===== src/rtl/elc3_mmio_controller.sv =====
// eLC-3 memory control unit: SRAM strobes, keyboard FIFO, display handshake and halt decode.
// Optional keyboard interrupt (KBSR IE bit and registered KB_IRQ) enabled by defining ELC3_KB_IRQ_EN.
module elc3_mmio_controller #(
    parameter int          DATA_W    = 16,
    parameter int          KB_DEPTH  = 8,
    parameter logic [15:0] IO_BASE   = 16'hFE00,
    parameter logic [15:0] HALT_ADDR = 16'hFFFF
) (
    input  logic              Clk,
    input  logic              Reset,
    input  logic              MIO_EN,
    input  logic              R_W,
    input  logic [15:0]       Address,
    input  logic [DATA_W-1:0] Data_FromCPU,
    input  logic [DATA_W-1:0] Data_FromSRAM,
    input  logic [DATA_W-1:0] Data_FromKeyboard,
    input  logic              Keypress,
    input  logic              DisplayReady,
    output logic [DATA_W-1:0] Data_ToCPU,
    output logic [DATA_W-1:0] Data_ToSRAM,
    output logic [DATA_W-1:0] Data_ToVideo,
    output logic              DisplayWE,
    output logic              Mem_CE,
    output logic              Mem_OE,
    output logic              Mem_WE,
    output logic              Mem_LB,
    output logic              Mem_UB,
    output logic              DoHalt,
    output logic              KB_IRQ
);

    localparam int PTR_W = $clog2(KB_DEPTH);
    localparam int CNT_W = PTR_W + 1;

    localparam logic [15:0] KBSR_ADDR = IO_BASE;
    localparam logic [15:0] KBDR_ADDR = IO_BASE + 16'd2;
    localparam logic [15:0] DSR_ADDR  = IO_BASE + 16'd4;
    localparam logic [15:0] DDR_ADDR  = IO_BASE + 16'd6;

    logic [DATA_W-1:0] fifo_mem [KB_DEPTH];
    logic [PTR_W-1:0]  rd_ptr_q, rd_ptr_d, wr_ptr_q, wr_ptr_d;
    logic [CNT_W-1:0]  cnt_q, cnt_d;
    logic              ovf_q, ovf_d;
    logic              ready_q, ready_d;
    logic [DATA_W-1:0] ddr_q, ddr_d;
    logic              dwe_q, dwe_d;
    logic              ie_val;

    logic hit_kbsr, hit_kbdr, hit_dsr, hit_ddr, hit_halt, sram_sel;
    logic rd_kbdr, wr_kbsr, ddr_accept;
    logic fifo_empty, fifo_full;
    logic push_req, do_pop, do_push;
    logic [DATA_W-1:0] fifo_head, kbsr_val, dsr_val;

    assign hit_kbsr = (Address == KBSR_ADDR);
    assign hit_kbdr = (Address == KBDR_ADDR);
    assign hit_dsr  = (Address == DSR_ADDR);
    assign hit_ddr  = (Address == DDR_ADDR);
    assign hit_halt = (Address == HALT_ADDR);
    // Unmapped addresses inside the I/O window fall through to SRAM.
    assign sram_sel = MIO_EN && !(hit_kbsr || hit_kbdr || hit_dsr || hit_ddr || hit_halt);

    assign Mem_CE      = 1'b1;
    assign Mem_LB      = 1'b1;
    assign Mem_UB      = 1'b1;
    assign Mem_WE      = sram_sel && R_W;
    assign Mem_OE      = sram_sel && !R_W;
    assign Data_ToSRAM = Data_FromCPU;
    assign DoHalt      = MIO_EN && R_W && hit_halt;

    assign rd_kbdr    = MIO_EN && !R_W && hit_kbdr;
    assign wr_kbsr    = MIO_EN && R_W && hit_kbsr;
    assign ddr_accept = MIO_EN && R_W && hit_ddr && ready_q;

    assign fifo_empty = (cnt_q == '0);
    assign fifo_full  = (cnt_q == CNT_W'(KB_DEPTH));
    assign fifo_head  = fifo_empty ? '0 : fifo_mem[rd_ptr_q];

    // A full FIFO still accepts a key when the head leaves in the same cycle.
    assign push_req = Keypress && (Data_FromKeyboard != '0);
    assign do_pop   = rd_kbdr && !fifo_empty;
    assign do_push  = push_req && (!fifo_full || do_pop);

    always_comb begin
        kbsr_val     = '0;
        kbsr_val[15] = !fifo_empty;
        kbsr_val[14] = ie_val;
        kbsr_val[13] = ovf_q;
        dsr_val      = '0;
        dsr_val[15]  = ready_q;
    end

    always_comb begin
        Data_ToCPU = Data_FromSRAM;
        if (MIO_EN && !R_W) begin
            if (hit_kbsr)      Data_ToCPU = kbsr_val;
            else if (hit_kbdr) Data_ToCPU = fifo_head;
            else if (hit_dsr)  Data_ToCPU = dsr_val;
            else if (hit_ddr)  Data_ToCPU = ddr_q;
        end
    end

    always_comb begin
        rd_ptr_d = do_pop  ? rd_ptr_q + 1'b1 : rd_ptr_q;
        wr_ptr_d = do_push ? wr_ptr_q + 1'b1 : wr_ptr_q;
        cnt_d    = cnt_q;
        if (do_push && !do_pop)      cnt_d = cnt_q + 1'b1;
        else if (do_pop && !do_push) cnt_d = cnt_q - 1'b1;

        // A same-cycle overflow event wins over a software clear.
        ovf_d = ovf_q;
        if (wr_kbsr && Data_FromCPU[13]) ovf_d = 1'b0;
        if (push_req && fifo_full && !do_pop) ovf_d = 1'b1;

        ready_d = ready_q;
        if (DisplayReady) ready_d = 1'b1;
        if (ddr_accept)   ready_d = 1'b0;

        ddr_d = ddr_accept ? Data_FromCPU : ddr_q;
        dwe_d = ddr_accept;
    end

    always_ff @(posedge Clk) begin
        if (do_push) fifo_mem[wr_ptr_q] <= Data_FromKeyboard;
    end

    always_ff @(posedge Clk or posedge Reset) begin
        if (Reset) begin
            rd_ptr_q <= '0;
            wr_ptr_q <= '0;
            cnt_q    <= '0;
            ovf_q    <= 1'b0;
            ready_q  <= 1'b0;
            ddr_q    <= '0;
            dwe_q    <= 1'b0;
        end else begin
            rd_ptr_q <= rd_ptr_d;
            wr_ptr_q <= wr_ptr_d;
            cnt_q    <= cnt_d;
            ovf_q    <= ovf_d;
            ready_q  <= ready_d;
            ddr_q    <= ddr_d;
            dwe_q    <= dwe_d;
        end
    end

    assign Data_ToVideo = ddr_q;
    assign DisplayWE    = dwe_q;

`ifdef ELC3_KB_IRQ_EN
    logic ie_q, ie_d, irq_q, irq_d;

    assign ie_d  = wr_kbsr ? Data_FromCPU[14] : ie_q;
    assign irq_d = ie_q && !fifo_empty;

    always_ff @(posedge Clk or posedge Reset) begin
        if (Reset) begin
            ie_q  <= 1'b0;
            irq_q <= 1'b0;
        end else begin
            ie_q  <= ie_d;
            irq_q <= irq_d;
        end
    end

    assign ie_val = ie_q;
    assign KB_IRQ = irq_q;
`else
    assign ie_val = 1'b0;
    assign KB_IRQ = 1'b0;
`endif

endmodule


===== config.mk =====
export PLATFORM = sky130hd
export DESIGN_NAME = elc3_mmio_controller
export DESIGN_NICKNAME = d
export VERILOG_FILES = /design/src/rtl/elc3_mmio_controller.sv
export SDC_FILE = /design/constraint.sdc
export NUM_CORES = 1
export LEC_CHECK = 0
export ABC_AREA = 1
export CAP_MARGIN = 20
export CORE_ASPECT_RATIO = 1.4
export CORE_MARGIN = 2
export CORE_UTILIZATION = 30
export CTS_BUF_LIST = sky130_fd_sc_hd__clkbuf_2
export CTS_CLUSTER_SIZE = 28
export DETAILED_ROUTE_END_ITERATION = 8
export GPL_TIMING_DRIVEN = 0
export SLEW_MARGIN = 5
export SYNTH_ARGS = -nofsm -noshare
export SYNTH_HDL_FRONTEND = slang
export SYNTH_SLANG_ARGS = --single-unit

===== constraint.sdc =====
create_clock -name Clk -period 2.7 [get_ports Clk]
set_input_delay 0.27 -clock Clk [delete_from_list [all_inputs] [get_ports Clk]]
set_output_delay 0.27 -clock Clk [all_outputs]
set_load 0.03 [all_outputs]

; ---- Word level (Yosys, flattened, before mapping)
; Memory sizes are Yosys's and may differ from the RTL's.
; Cells that the tools add are included.
[op_classes]
n_reduce_logical = 34
muxes = 14
eq_ne = 6
add_sub_neg = 4
[op_table]
columns = operator, count
row1 = $mux W16, 6
row2 = $eq A16 B16 Y1 const B, 5
row3 = $logic_and A1 B1 Y1, 18
row4 = $reduce_bool A16 Y1, 1
row5 = $mux W4, 2
row6 = $add A3 B1 Y3 const B, 2
row7 = $logic_not A1 Y1, 6
row8 = $mux W1, 6
row9 = $reduce_bool A2 Y1, 3
row10 = $logic_or A1 B1 Y1, 5
row11 = $add A4 B1 Y4 const B, 1
row12 = $eq A4 B4 Y1 const B, 1
row13 = $logic_not A4 Y1, 1
row14 = $sub A4 B1 Y4 const B, 1
[totals]
ram_bits = 128
n_memories = 1
inputBits = 70
output_inout_bits = 56
ff_bits = 29
[mem_list]
columns = name, depth, width, rd, rd_clocked_by_memory_dff, wr, line_no
row1 = fifo_mem, 8, 16, 1, 0, 1, 40  ; logic [DATA_W-1:0] fifo_mem [KB_DEPTH];

; ---- Depth between registers and ports, before layout
; Gate-level depths: netlist of the first run.
[depth]
ltp_word = 10
mapped_depth = 19
ltp_nobuf = 19

; ---- Worst setup path before layout of the first run
; OpenSTA, ideal clock, no wires.
[synth_path]
path_kind = register to register
start = register cnt_q[0]
end = register cnt_q[3]
path_slack_ns = 0.167
path_stages_with_launch = 17
required_time_ns = 2.574
path_buffers = 0
t_arrival_ns = 2.407
cell_sequence = dfrtp_1 or2_2 nor3_4 nor2_4 nand2_4 nand2_4 nand2_4 inv_6 ha_1 inv_1 ha_1 a21o_1 a21oi_1 nand2_1 nand2_1 nor2_1 xor2_1
[synth_via]
elab_chain_cells = 8
[synth_rtl]
columns = item, line_no
row1 = start: declaration, 42  ; logic [CNT_W-1:0] cnt_q, cnt_d;
row2 = start signal: assignment, 139  ; cnt_q <= cnt_d;
row3 = $logic_not A4 Y1, 75  ; assign fifo_empty = (cnt_q == '0);
row4 = $logic_not A1 Y1, 81  ; assign do_pop = rd_kbdr && !fifo_empty;
row5 = $logic_and A1 B1 Y1, 81
row6 = $logic_or A1 B1 Y1 *, 82  ; assign do_push = push_req && (!fifo_full || do_pop);
row7 = $logic_and A1 B1 Y1 *, 82
row8 = net do_push, 52  ; logic push_req, do_pop, do_push;
row9 = $logic_not A1 Y1, 108  ; else if (do_pop && !do_push) cnt_d = cnt_q - 1'b1;
row10 = $logic_and A1 B1 Y1, 108
row11 = $reduce_bool A2 Y1 (no source line), --
; Mark *: on every way through the listed nets, which the timed path passes. The rest lies on a longest branch. The select of a mux whose other input is x is not followed.
; A chain may end at the register's enable or synchronous reset.

; ---- Final worst setup path of the first run
[layout_path]
start = register rd_ptr_q[0]
end = output Data_ToCPU[8]
[layout_via]
elab_chain_cells = 5
[layout_rtl]
columns = item, line_no
row1 = start: declaration, 41  ; logic [PTR_W-1:0] rd_ptr_q, rd_ptr_d, wr_ptr_q, wr_ptr_d;
row2 = start signal: assignment, 137  ; rd_ptr_q <= rd_ptr_d;
row3 = $mem_v2 Z8 W16, --
row4 = $mux W16, 77  ; assign fifo_head = fifo_empty ? '0 : fifo_mem[rd_ptr_q];
row5 = $mux W16, 97  ; else if (hit_kbdr) Data_ToCPU = fifo_head;
row6 = $mux W16, 96  ; if (hit_kbsr) Data_ToCPU = kbsr_val;
row7 = $mux W16, 95  ; if (MIO_EN && !R_W) begin
row8 = end: declaration, 19  ; output logic [DATA_W-1:0] Data_ToCPU,
; No other way between the ends.

==> results of run 1 <==
-- critical path, cell delays in order, from the launching register on --
cell and delay [ps]:
dfrtp_1 460, buf_6 150, inv_6 70, buf_12 150
buf_8 130, nor2_1 40, o211ai_1 230, nand3_2 140
nand2_2 80, nand3_1 70, nand2_1 80, buf_6 130
-- cell families (layout without fill, tap and decap cells) --
group | Yosys count | after routing | share of synthesized area
other | 2 | 5 | 0.000987
xor gates and xnor gates | 6 | 6 | 0.00691
adders and majority gates | 6 | 6 | 0.0109
and+or+nand+nor | 401 | 401 | 0.225
AOI/OAI and AO/OA | 110 | 110 | 0.0783
buffers and inverters | 118 | 302 | 0.0775
DFF | 157 | 157 | 0.601
-- layer usage --
metal | GRT usage | vias up | part of all wire
met5 | 0 | - | 0
met4 | 0.0765 | 0 | 0.036
met3 | 0.0320 | 48 | 0.073
met2 | 0.299 | 265 | 0.52
met1 | 0.186 | 2829 | 0.37
li1 | - | 2990 | -
-- power breakdown --
part | switching, mW | internal [mW]
Clock | 0.942 | 0.467
Combinational | 0.742 | 0.527
Sequential | 0.115 | 2.96
Total | 1.80 | 3.95
-- Yosys cell counts (2+ instances only) --
cell type	instances	area (um^2)
inv_1	58	218
nor2_4	3	33.8
ha_1	5	62.6
nor2_2	4	25.0
nand2_1	170	638
o21ai_1	13	65.1
xor2_1	3	26.3
buf_4	23	173
edfxtp_1	128	3840
nand2_2	4	25.0
xnor2_1	3	26.3
clkbuf_1	14	52.6
dfrtp_1	29	726
o21ai_2	2	17.5
inv_2	2	7.51
nand4_1	3	18.8
nand3_1	59	295
buf_2	15	75.1
nand2_4	6	67.6
o211ai_1	11	82.6
buf_8	2	30.0
nor2_1	146	548
o21ai_0	68	340
conb_1	2	7.51
a21oi_1	12	60.1
-- sequential cells by signal, indices dropped and copies added, names as in the netlist --
register / flops
rd_ptr_q: 3
cnt_q: 4
fifo_mem: 128
ready_q: 1
wr_ptr_q: 3
ovf_q: 1
DisplayWE: 1
Data_ToVideo: 16
-- worst max-delay path by stage --
stage | slack [ps] | from | depth (start not counted) | to
after floorplan | 170 | cnt_q[0] | 16 | cnt_q[3]
after global placement | -1000 | Address[1] | 13 | fifo_mem[5][1]
after detailed placement | -480 | Address[1] | 20 | cnt_q[3]
after CTS | -40 | rd_ptr_q[1] | 10 | Data_ToCPU[12]
after global routing | -140 | rd_ptr_q[1] | 11 | Data_ToCPU[6]
final | -30 | rd_ptr_q[0] | 11 | Data_ToCPU[8]
-- stage by stage --
stage	utilization	worst slack [ps]	power [mW]
finish	0.408	-34.1	5.75
global route	0.408	-143	6.01
CTS	0.401	-42.0	5.73
detailed placement	0.375	-477	4.27
global placement	0.367	-1000	4.15
floorplan	-	167	3.74
-- final cells by class --
class                      instances  area share
sequential                       157       0.446
multi-input combinational        527       0.255
timing repair buffer             152       0.157
buffer                            55      0.0520
tap                              319      0.0389
inverter                          63      0.0253
clock inverter                    14      0.0168
clock buffer                      18     0.00879
antenna                            1    0.000244
-- cells in the final DEF (no fill, tap or decap), types with 20 or more instances in the layout --
master / instances
edfxtp_1: 128
dfrtp_1: 29
o21ai_0: 50
buf_6: 27
nand2_1: 164
clkdlybuf4s50_1: 103
nor2_1: 130
buf_4: 41
nand3_1: 45
inv_1: 54
nor2_2: 20
o21ai_1: 28
clkbuf_2: 21
-- repair_timing --
| action | in CTS | in global routing |
|---|---|---|
| hold buffers | 1 | 0 |
| hold endpoints to repair | 8 | 0 |
| buffers inserted | 12 | 3 |
| gates cloned | 5 | 1 |
| endpoints found under the setup margin | 19 | 19 |
| pin swaps | 21 | 38 |
| gates resized for setup | 189 | 62 |
==> flow_metrics.env, run 1 <==
export IMPL_power_density_nw_per_um2=561
export IMPL_hold_viol_final=0
export IMPL_routed_via_count=6132
export IMPL_antenna_found_initial=1
export IMPL_clock_sinks=157
export IMPL_numCtsBuffers=17
export IMPL_tightest_slew_ps=573
export IMPL_grt_pass1_wl_um=33100
export IMPL_skew_ps=31.9
export IMPL_avgSynthCellArea_um2=9.51
export IMPL_grt_overflow=0
export IMPL_ys_types=40
export IMPL_whs_ps=63.6
export IMPL_synthesis_area_um2=7610
export IMPL_die_h_um=192
export IMPL_dp_hpwl_um=15800
export IMPL_drt_wl_total_um=22200
export IMPL_r2r_slack_ps=150
export IMPL_critPathLaunchType="flip-flop"
export IMPL_hp_class="in2reg"
export IMPL_hp_start="Data_FromCPU[7]"
export IMPL_crit_path_end_kind="output port"
export IMPL_ant_nets=0
export IMPL_min_period_ps=2730
export IMPL_cp_required_ps=2430
export IMPL_clk_latency_ps=740
export IMPL_n_fill_cell=2408
export IMPL_drtPass1Iterations=5
export IMPL_first_global_vias=5867
export IMPL_initial_utilization=0.303
export IMPL_timing_rr_end="cnt_q[3]"
export IMPL_drive_above_1_share=0.211
export IMPL_grt_start_max_net_pins=22
export IMPL_chipWidth_um=139
export IMPL_grt_usage=0.164
export IMPL_fin_ws_ps=-34.1
export IMPL_max_freq_ghz=0.366
export IMPL_fin_cells=1306
export IMPL_async_flop_share=0.185
export IMPL_placed_area_um2=9410
export IMPL_post_drt_wl_per_cell_um=17.0
export IMPL_htreeDepth=4
export IMPL_violations="setup timing"
export IMPL_rsz0062_at_grt="true"
export IMPL_cts_tree="built"
export IMPL_r2r_cells=17
export IMPL_areaGrowthSynthToFinish_pct=34.8
export IMPL_synth_edf_count=128
export IMPL_leakage_nw=4.21
export IMPL_syn_instance_count=800
export IMPL_cts_root_buf="clkbuf_2"
export IMPL_drc=0
export IMPL_finalSetupViolCount=5
export IMPL_cts_buffer_depth=2
export IMPL_period_share=1.01
export IMPL_finalInstanceArea_um2=10300
export IMPL_cts_reportedPaths_clkPinSlew_ps=250
export IMPL_drv_slew=0
export IMPL_yosysWarningCount=0
export IMPL_num_rows=69
export IMPL_core_um2=25100
export IMPL_ff_latch_area_um2=4570
export IMPL_multi_input_area_um2=2610
export IMPL_hold_end="Data_ToVideo[7]"
export IMPL_max_slew_margin=0.617
export IMPL_nets=1049
export IMPL_viasPerCell=4.70
export IMPL_placedCellCount=1251
export IMPL_cap_violations=0
export IMPL_hold_depth=3
export IMPL_finalSetupTns_ps=-91.5
export IMPL_vdd_drop_max_v=0.000235
export IMPL_reg2reg_from="cnt_q[1]"
export IMPL_boundaryPins=126
export IMPL_path_class="reg2out"
export IMPL_synth_seq_cells=157
export IMPL_drt_iter0_markers=399
export IMPL_die_area_um2=26700
export IMPL_portBuffers=121
export IMPL_arrival_ps=2460
export IMPL_yosysSeqAreaShare=0.601
export IMPL_critical_path_max_fanout=8
export IMPL_status="complete, but fails checks"
export IMPL_ys_flop_type="edfxtp_1"
export IMPL_gp_congestion=0.827
Power figures use the tool's default switching activity.
==> run 2, diff against run 1 <==
- ABC_AREA: 1 -> 0
- CORE_MARGIN: 2 -> unset
==> run 2 against run 1 <==
The run still ends with setup timing left. Global-route usage down 0.98 points. Sequential power up 2%. Synthesized cell count down 49%. Core utilization up 1.4 points. Highest routed layer is now met5. Largest cell class unchanged. Hold slack better by 62 ps.
==> flow_metrics.env, run 2 <==
export IMPL_crit_path_end_kind="output port"
export IMPL_gp_congestion=0.771
export IMPL_cts_root_buf="clkbuf_2"
export IMPL_vdd_drop_max_v=0.000258
export IMPL_grt_usage=0.155
export IMPL_syn_instance_count=408
export IMPL_yosysWarningCount=0
export IMPL_crit_path_start="rd_ptr_q[0]"
export IMPL_max_freq_ghz=0.333
export IMPL_synthesis_area_um2=6880
export IMPL_finalInstanceArea_um2=9510
export IMPL_dp_hpwl_um=12700
export IMPL_r2r_slack_ps=-30
export IMPL_final_cell_mix="128 x edfxtp_1, 102 x clkdlybuf4s50_1, 57 x buf_4"
export IMPL_drt_wl_total_um=17700
export IMPL_path_class="reg2out"
export IMPL_rsz0062_at_grt="true"
export IMPL_regMostFlops="fifo_mem"
export IMPL_hp_class="in2reg"
export IMPL_synth_seq_cells=157
export IMPL_leakage_nw=3.38
export IMPL_areaGrowthSynthToFinish_pct=38.2
export IMPL_finalSetupTns_ps=-3590
export IMPL_critPathLaunchType="flip-flop"
export IMPL_portBuffers=121
export IMPL_critPathMaxStageDelay_ps=510
export IMPL_n_fill_cell=2012
export IMPL_drive_above_1_share=0.386
export IMPL_drtPass1Iterations=5
export IMPL_power_density_nw_per_um2=608
export IMPL_ys_flop_type="edfxtp_1"
export IMPL_crit_cells=7
export IMPL_cap_violations=0
export IMPL_yosysMostFrequentCell="edfxtp_1"
export IMPL_numCtsBuffers=17
export IMPL_critPathBufInv=3
export IMPL_drt_iter0_markers=231
export IMPL_routed_via_count=4308
export IMPL_synth_edf_count=128
export IMPL_critical_path_max_fanout=8
export IMPL_chipWidth_um=130
export IMPL_drv_slew=0
export IMPL_grt_start_max_net_pins=22
export IMPL_synth_area_leader_cell="edfxtp_1"
export IMPL_antenna_found_initial=2
export IMPL_violations="setup timing"
export IMPL_clock_sinks=157
export IMPL_p_total_mw=5.79
export IMPL_whs_ps=125
export IMPL_r2r_cells=15
export IMPL_cts_buffer_depth=2
export IMPL_cp_slowest_cell="mux4_2"
export IMPL_largest_reg_flops=128
export IMPL_num_rows=65
export IMPL_clk_latency_ps=690
export IMPL_min_period_ps=3000
export IMPL_finalSetupViolCount=17
export IMPL_period_share=1.11
export IMPL_reg2reg_from="cnt_q[2]"
export IMPL_viasPerCell=4.75
export IMPL_post_drt_wl_per_cell_um=19.5
export IMPL_cp_cell_sequence="buf_12 -> buf_12 -> mux4_2 -> mux2_4 -> a22oi_2 -> a21oi_1 -> buf_4"
export IMPL_cts_tree="built"
export IMPL_ys_types=48
export IMPL_tightest_slew_ps=734
export IMPL_crit_family="multiplexers"
export IMPL_status="complete, but fails checks"
export IMPL_grt_pass1_wl_um=26300
export IMPL_core_um2=22500
export IMPL_cp_required_ps=2430
export IMPL_cts_reportedPaths_clkPinSlew_ps=210
export IMPL_boundaryPins=126
export IMPL_fin_ws_ps=-300
export IMPL_first_global_vias=4616
export IMPL_timing_rr_end="cnt_q[3]"
export IMPL_cpMostUsedCell="buf_12"
export IMPL_crit_end="Data_ToCPU[7]"
export IMPL_die_h_um=181
export IMPL_nets=667
export IMPL_initial_utilization=0.306
export IMPL_placed_area_um2=8720
export IMPL_synth_top_cell_area_share=0.558
export IMPL_skew_ps=30.9
export IMPL_grt_overflow=0
export IMPL_avgSynthCellArea_um2=16.9
export IMPL_arrival_ps=2730
export IMPL_async_flop_share=0.185
export IMPL_yosys_top_cells_area="edfxtp_1 56%, dfrtp_1 11%, mux4_2 10%, mux2_2 4.1%, buf_4 2.5%"
export IMPL_ant_nets=0
export IMPL_max_slew_margin=0.511
export IMPL_layout_commonest_cell="edfxtp_1"
export IMPL_hold_viol_final=0
export IMPL_yosysSeqAreaShare=0.664
export IMPL_drc=0
export IMPL_die_area_um2=23600
export IMPL_netlist_top_cells_count="128 x edfxtp_1, 32 x mux4_2, 29 x dfrtp_1, 29 x nor2_1, 25 x mux2_2"
export IMPL_htreeDepth=4
[run 2: how the worst min path moves through the flow]
stage / startpoint / end / slack [ps] / cells after the start
after global placement: cnt_q[3] / cnt_q[3] / 480 / 1
after floorplan: Reset / Data_ToVideo[0] / 350 / 1
after global routing: Data_FromCPU[12] / Data_ToVideo[12] / 130 / 2
after CTS: DisplayReady / ready_q / 70 / 3
after detailed placement: cnt_q[3] / cnt_q[3] / 500 / 1
final: DisplayReady / ready_q / 130 / 3
[run 2: report_power, final]
| group | leakage [nW] | switching (mW) | internal, mW |
|---|---|---|---|
| sequential | 1.54 | 0.140 | 2.98 |
| combinational | 1.70 | 0.727 | 0.679 |
| clock | 0.143 | 0.823 | 0.438 |
| total | 3.38 | 1.69 | 4.10 |
[run 2: kinds of logic (layout without fill, tap and decap cells)]
group	count (synthesis)	in the layout	share of synthesized area
other	2	5	0.00109
adders and majority gates	6	6	0.0120
AOI/OAI and AO/OA	41	41	0.0391
buffers and inverters	46	240	0.0404
and+or+nand+nor	80	80	0.0653
xor gates and xnor gates	8	8	0.0102
DFF	157	157	0.664
muxes	68	68	0.168
[run 2: routing by layer]
layer	part of all wire	up-vias	track usage
li1	-	1942	-
met5	0.00074	-	0
met2	0.54	159	0.282
met4	0.021	2	0.0507
met1	0.38	2169	0.173
met3	0.057	36	0.0376
[run 2: final cells by class]
type / instances / area (um^2) / area share
Clock buffer: 19 / 95.1 / 0.0100
Multi-Input combinational cell: 207 / 2340 / 0.246
Clock inverter: 13 / 141 / 0.0149
Inverter: 7 / 31.3 / 0.00329
Antenna cell: 1 / 2.50 / 0.000263
Sequential cell: 157 / 4570 / 0.481
Timing Repair Buffer: 162 / 1630 / 0.172
Tap cell: 301 / 377 / 0.0396
Buffer: 39 / 324 / 0.0341
[run 2: repair_timing]
action	CTS	global route
pin swaps	21	21
gates cloned	2	1
setup buffers	15	8
hold buffers	1	0
gates resized for setup	168	24
endpoints found under the hold margin	8	0
endpoints found under the setup margin	85	41
[run 2: stage by stage]
step           std cells  utilization  worst slack [ps]
6_report             906        0.422              -300
5_1_grt              906        0.422              -443
4_1_cts              897        0.416              -372
3_5_place_dp         847        0.387              -901
3_3_place_gp         832        0.377             -2920
2_1_floorplan        410            -              -602
[run 2: tightest hold or removal path: stages]
cell and delay (ps):
clkdlybuf4s50_1 390, nor2_1 90, nor2_1 40
==> run 3, diff against run 2 <==
- CTS_CLUSTER_DIAMETER: unset -> 200
==> results of run 3 <==
The final DEF is identical to that of run 2; final timing and power are the same.
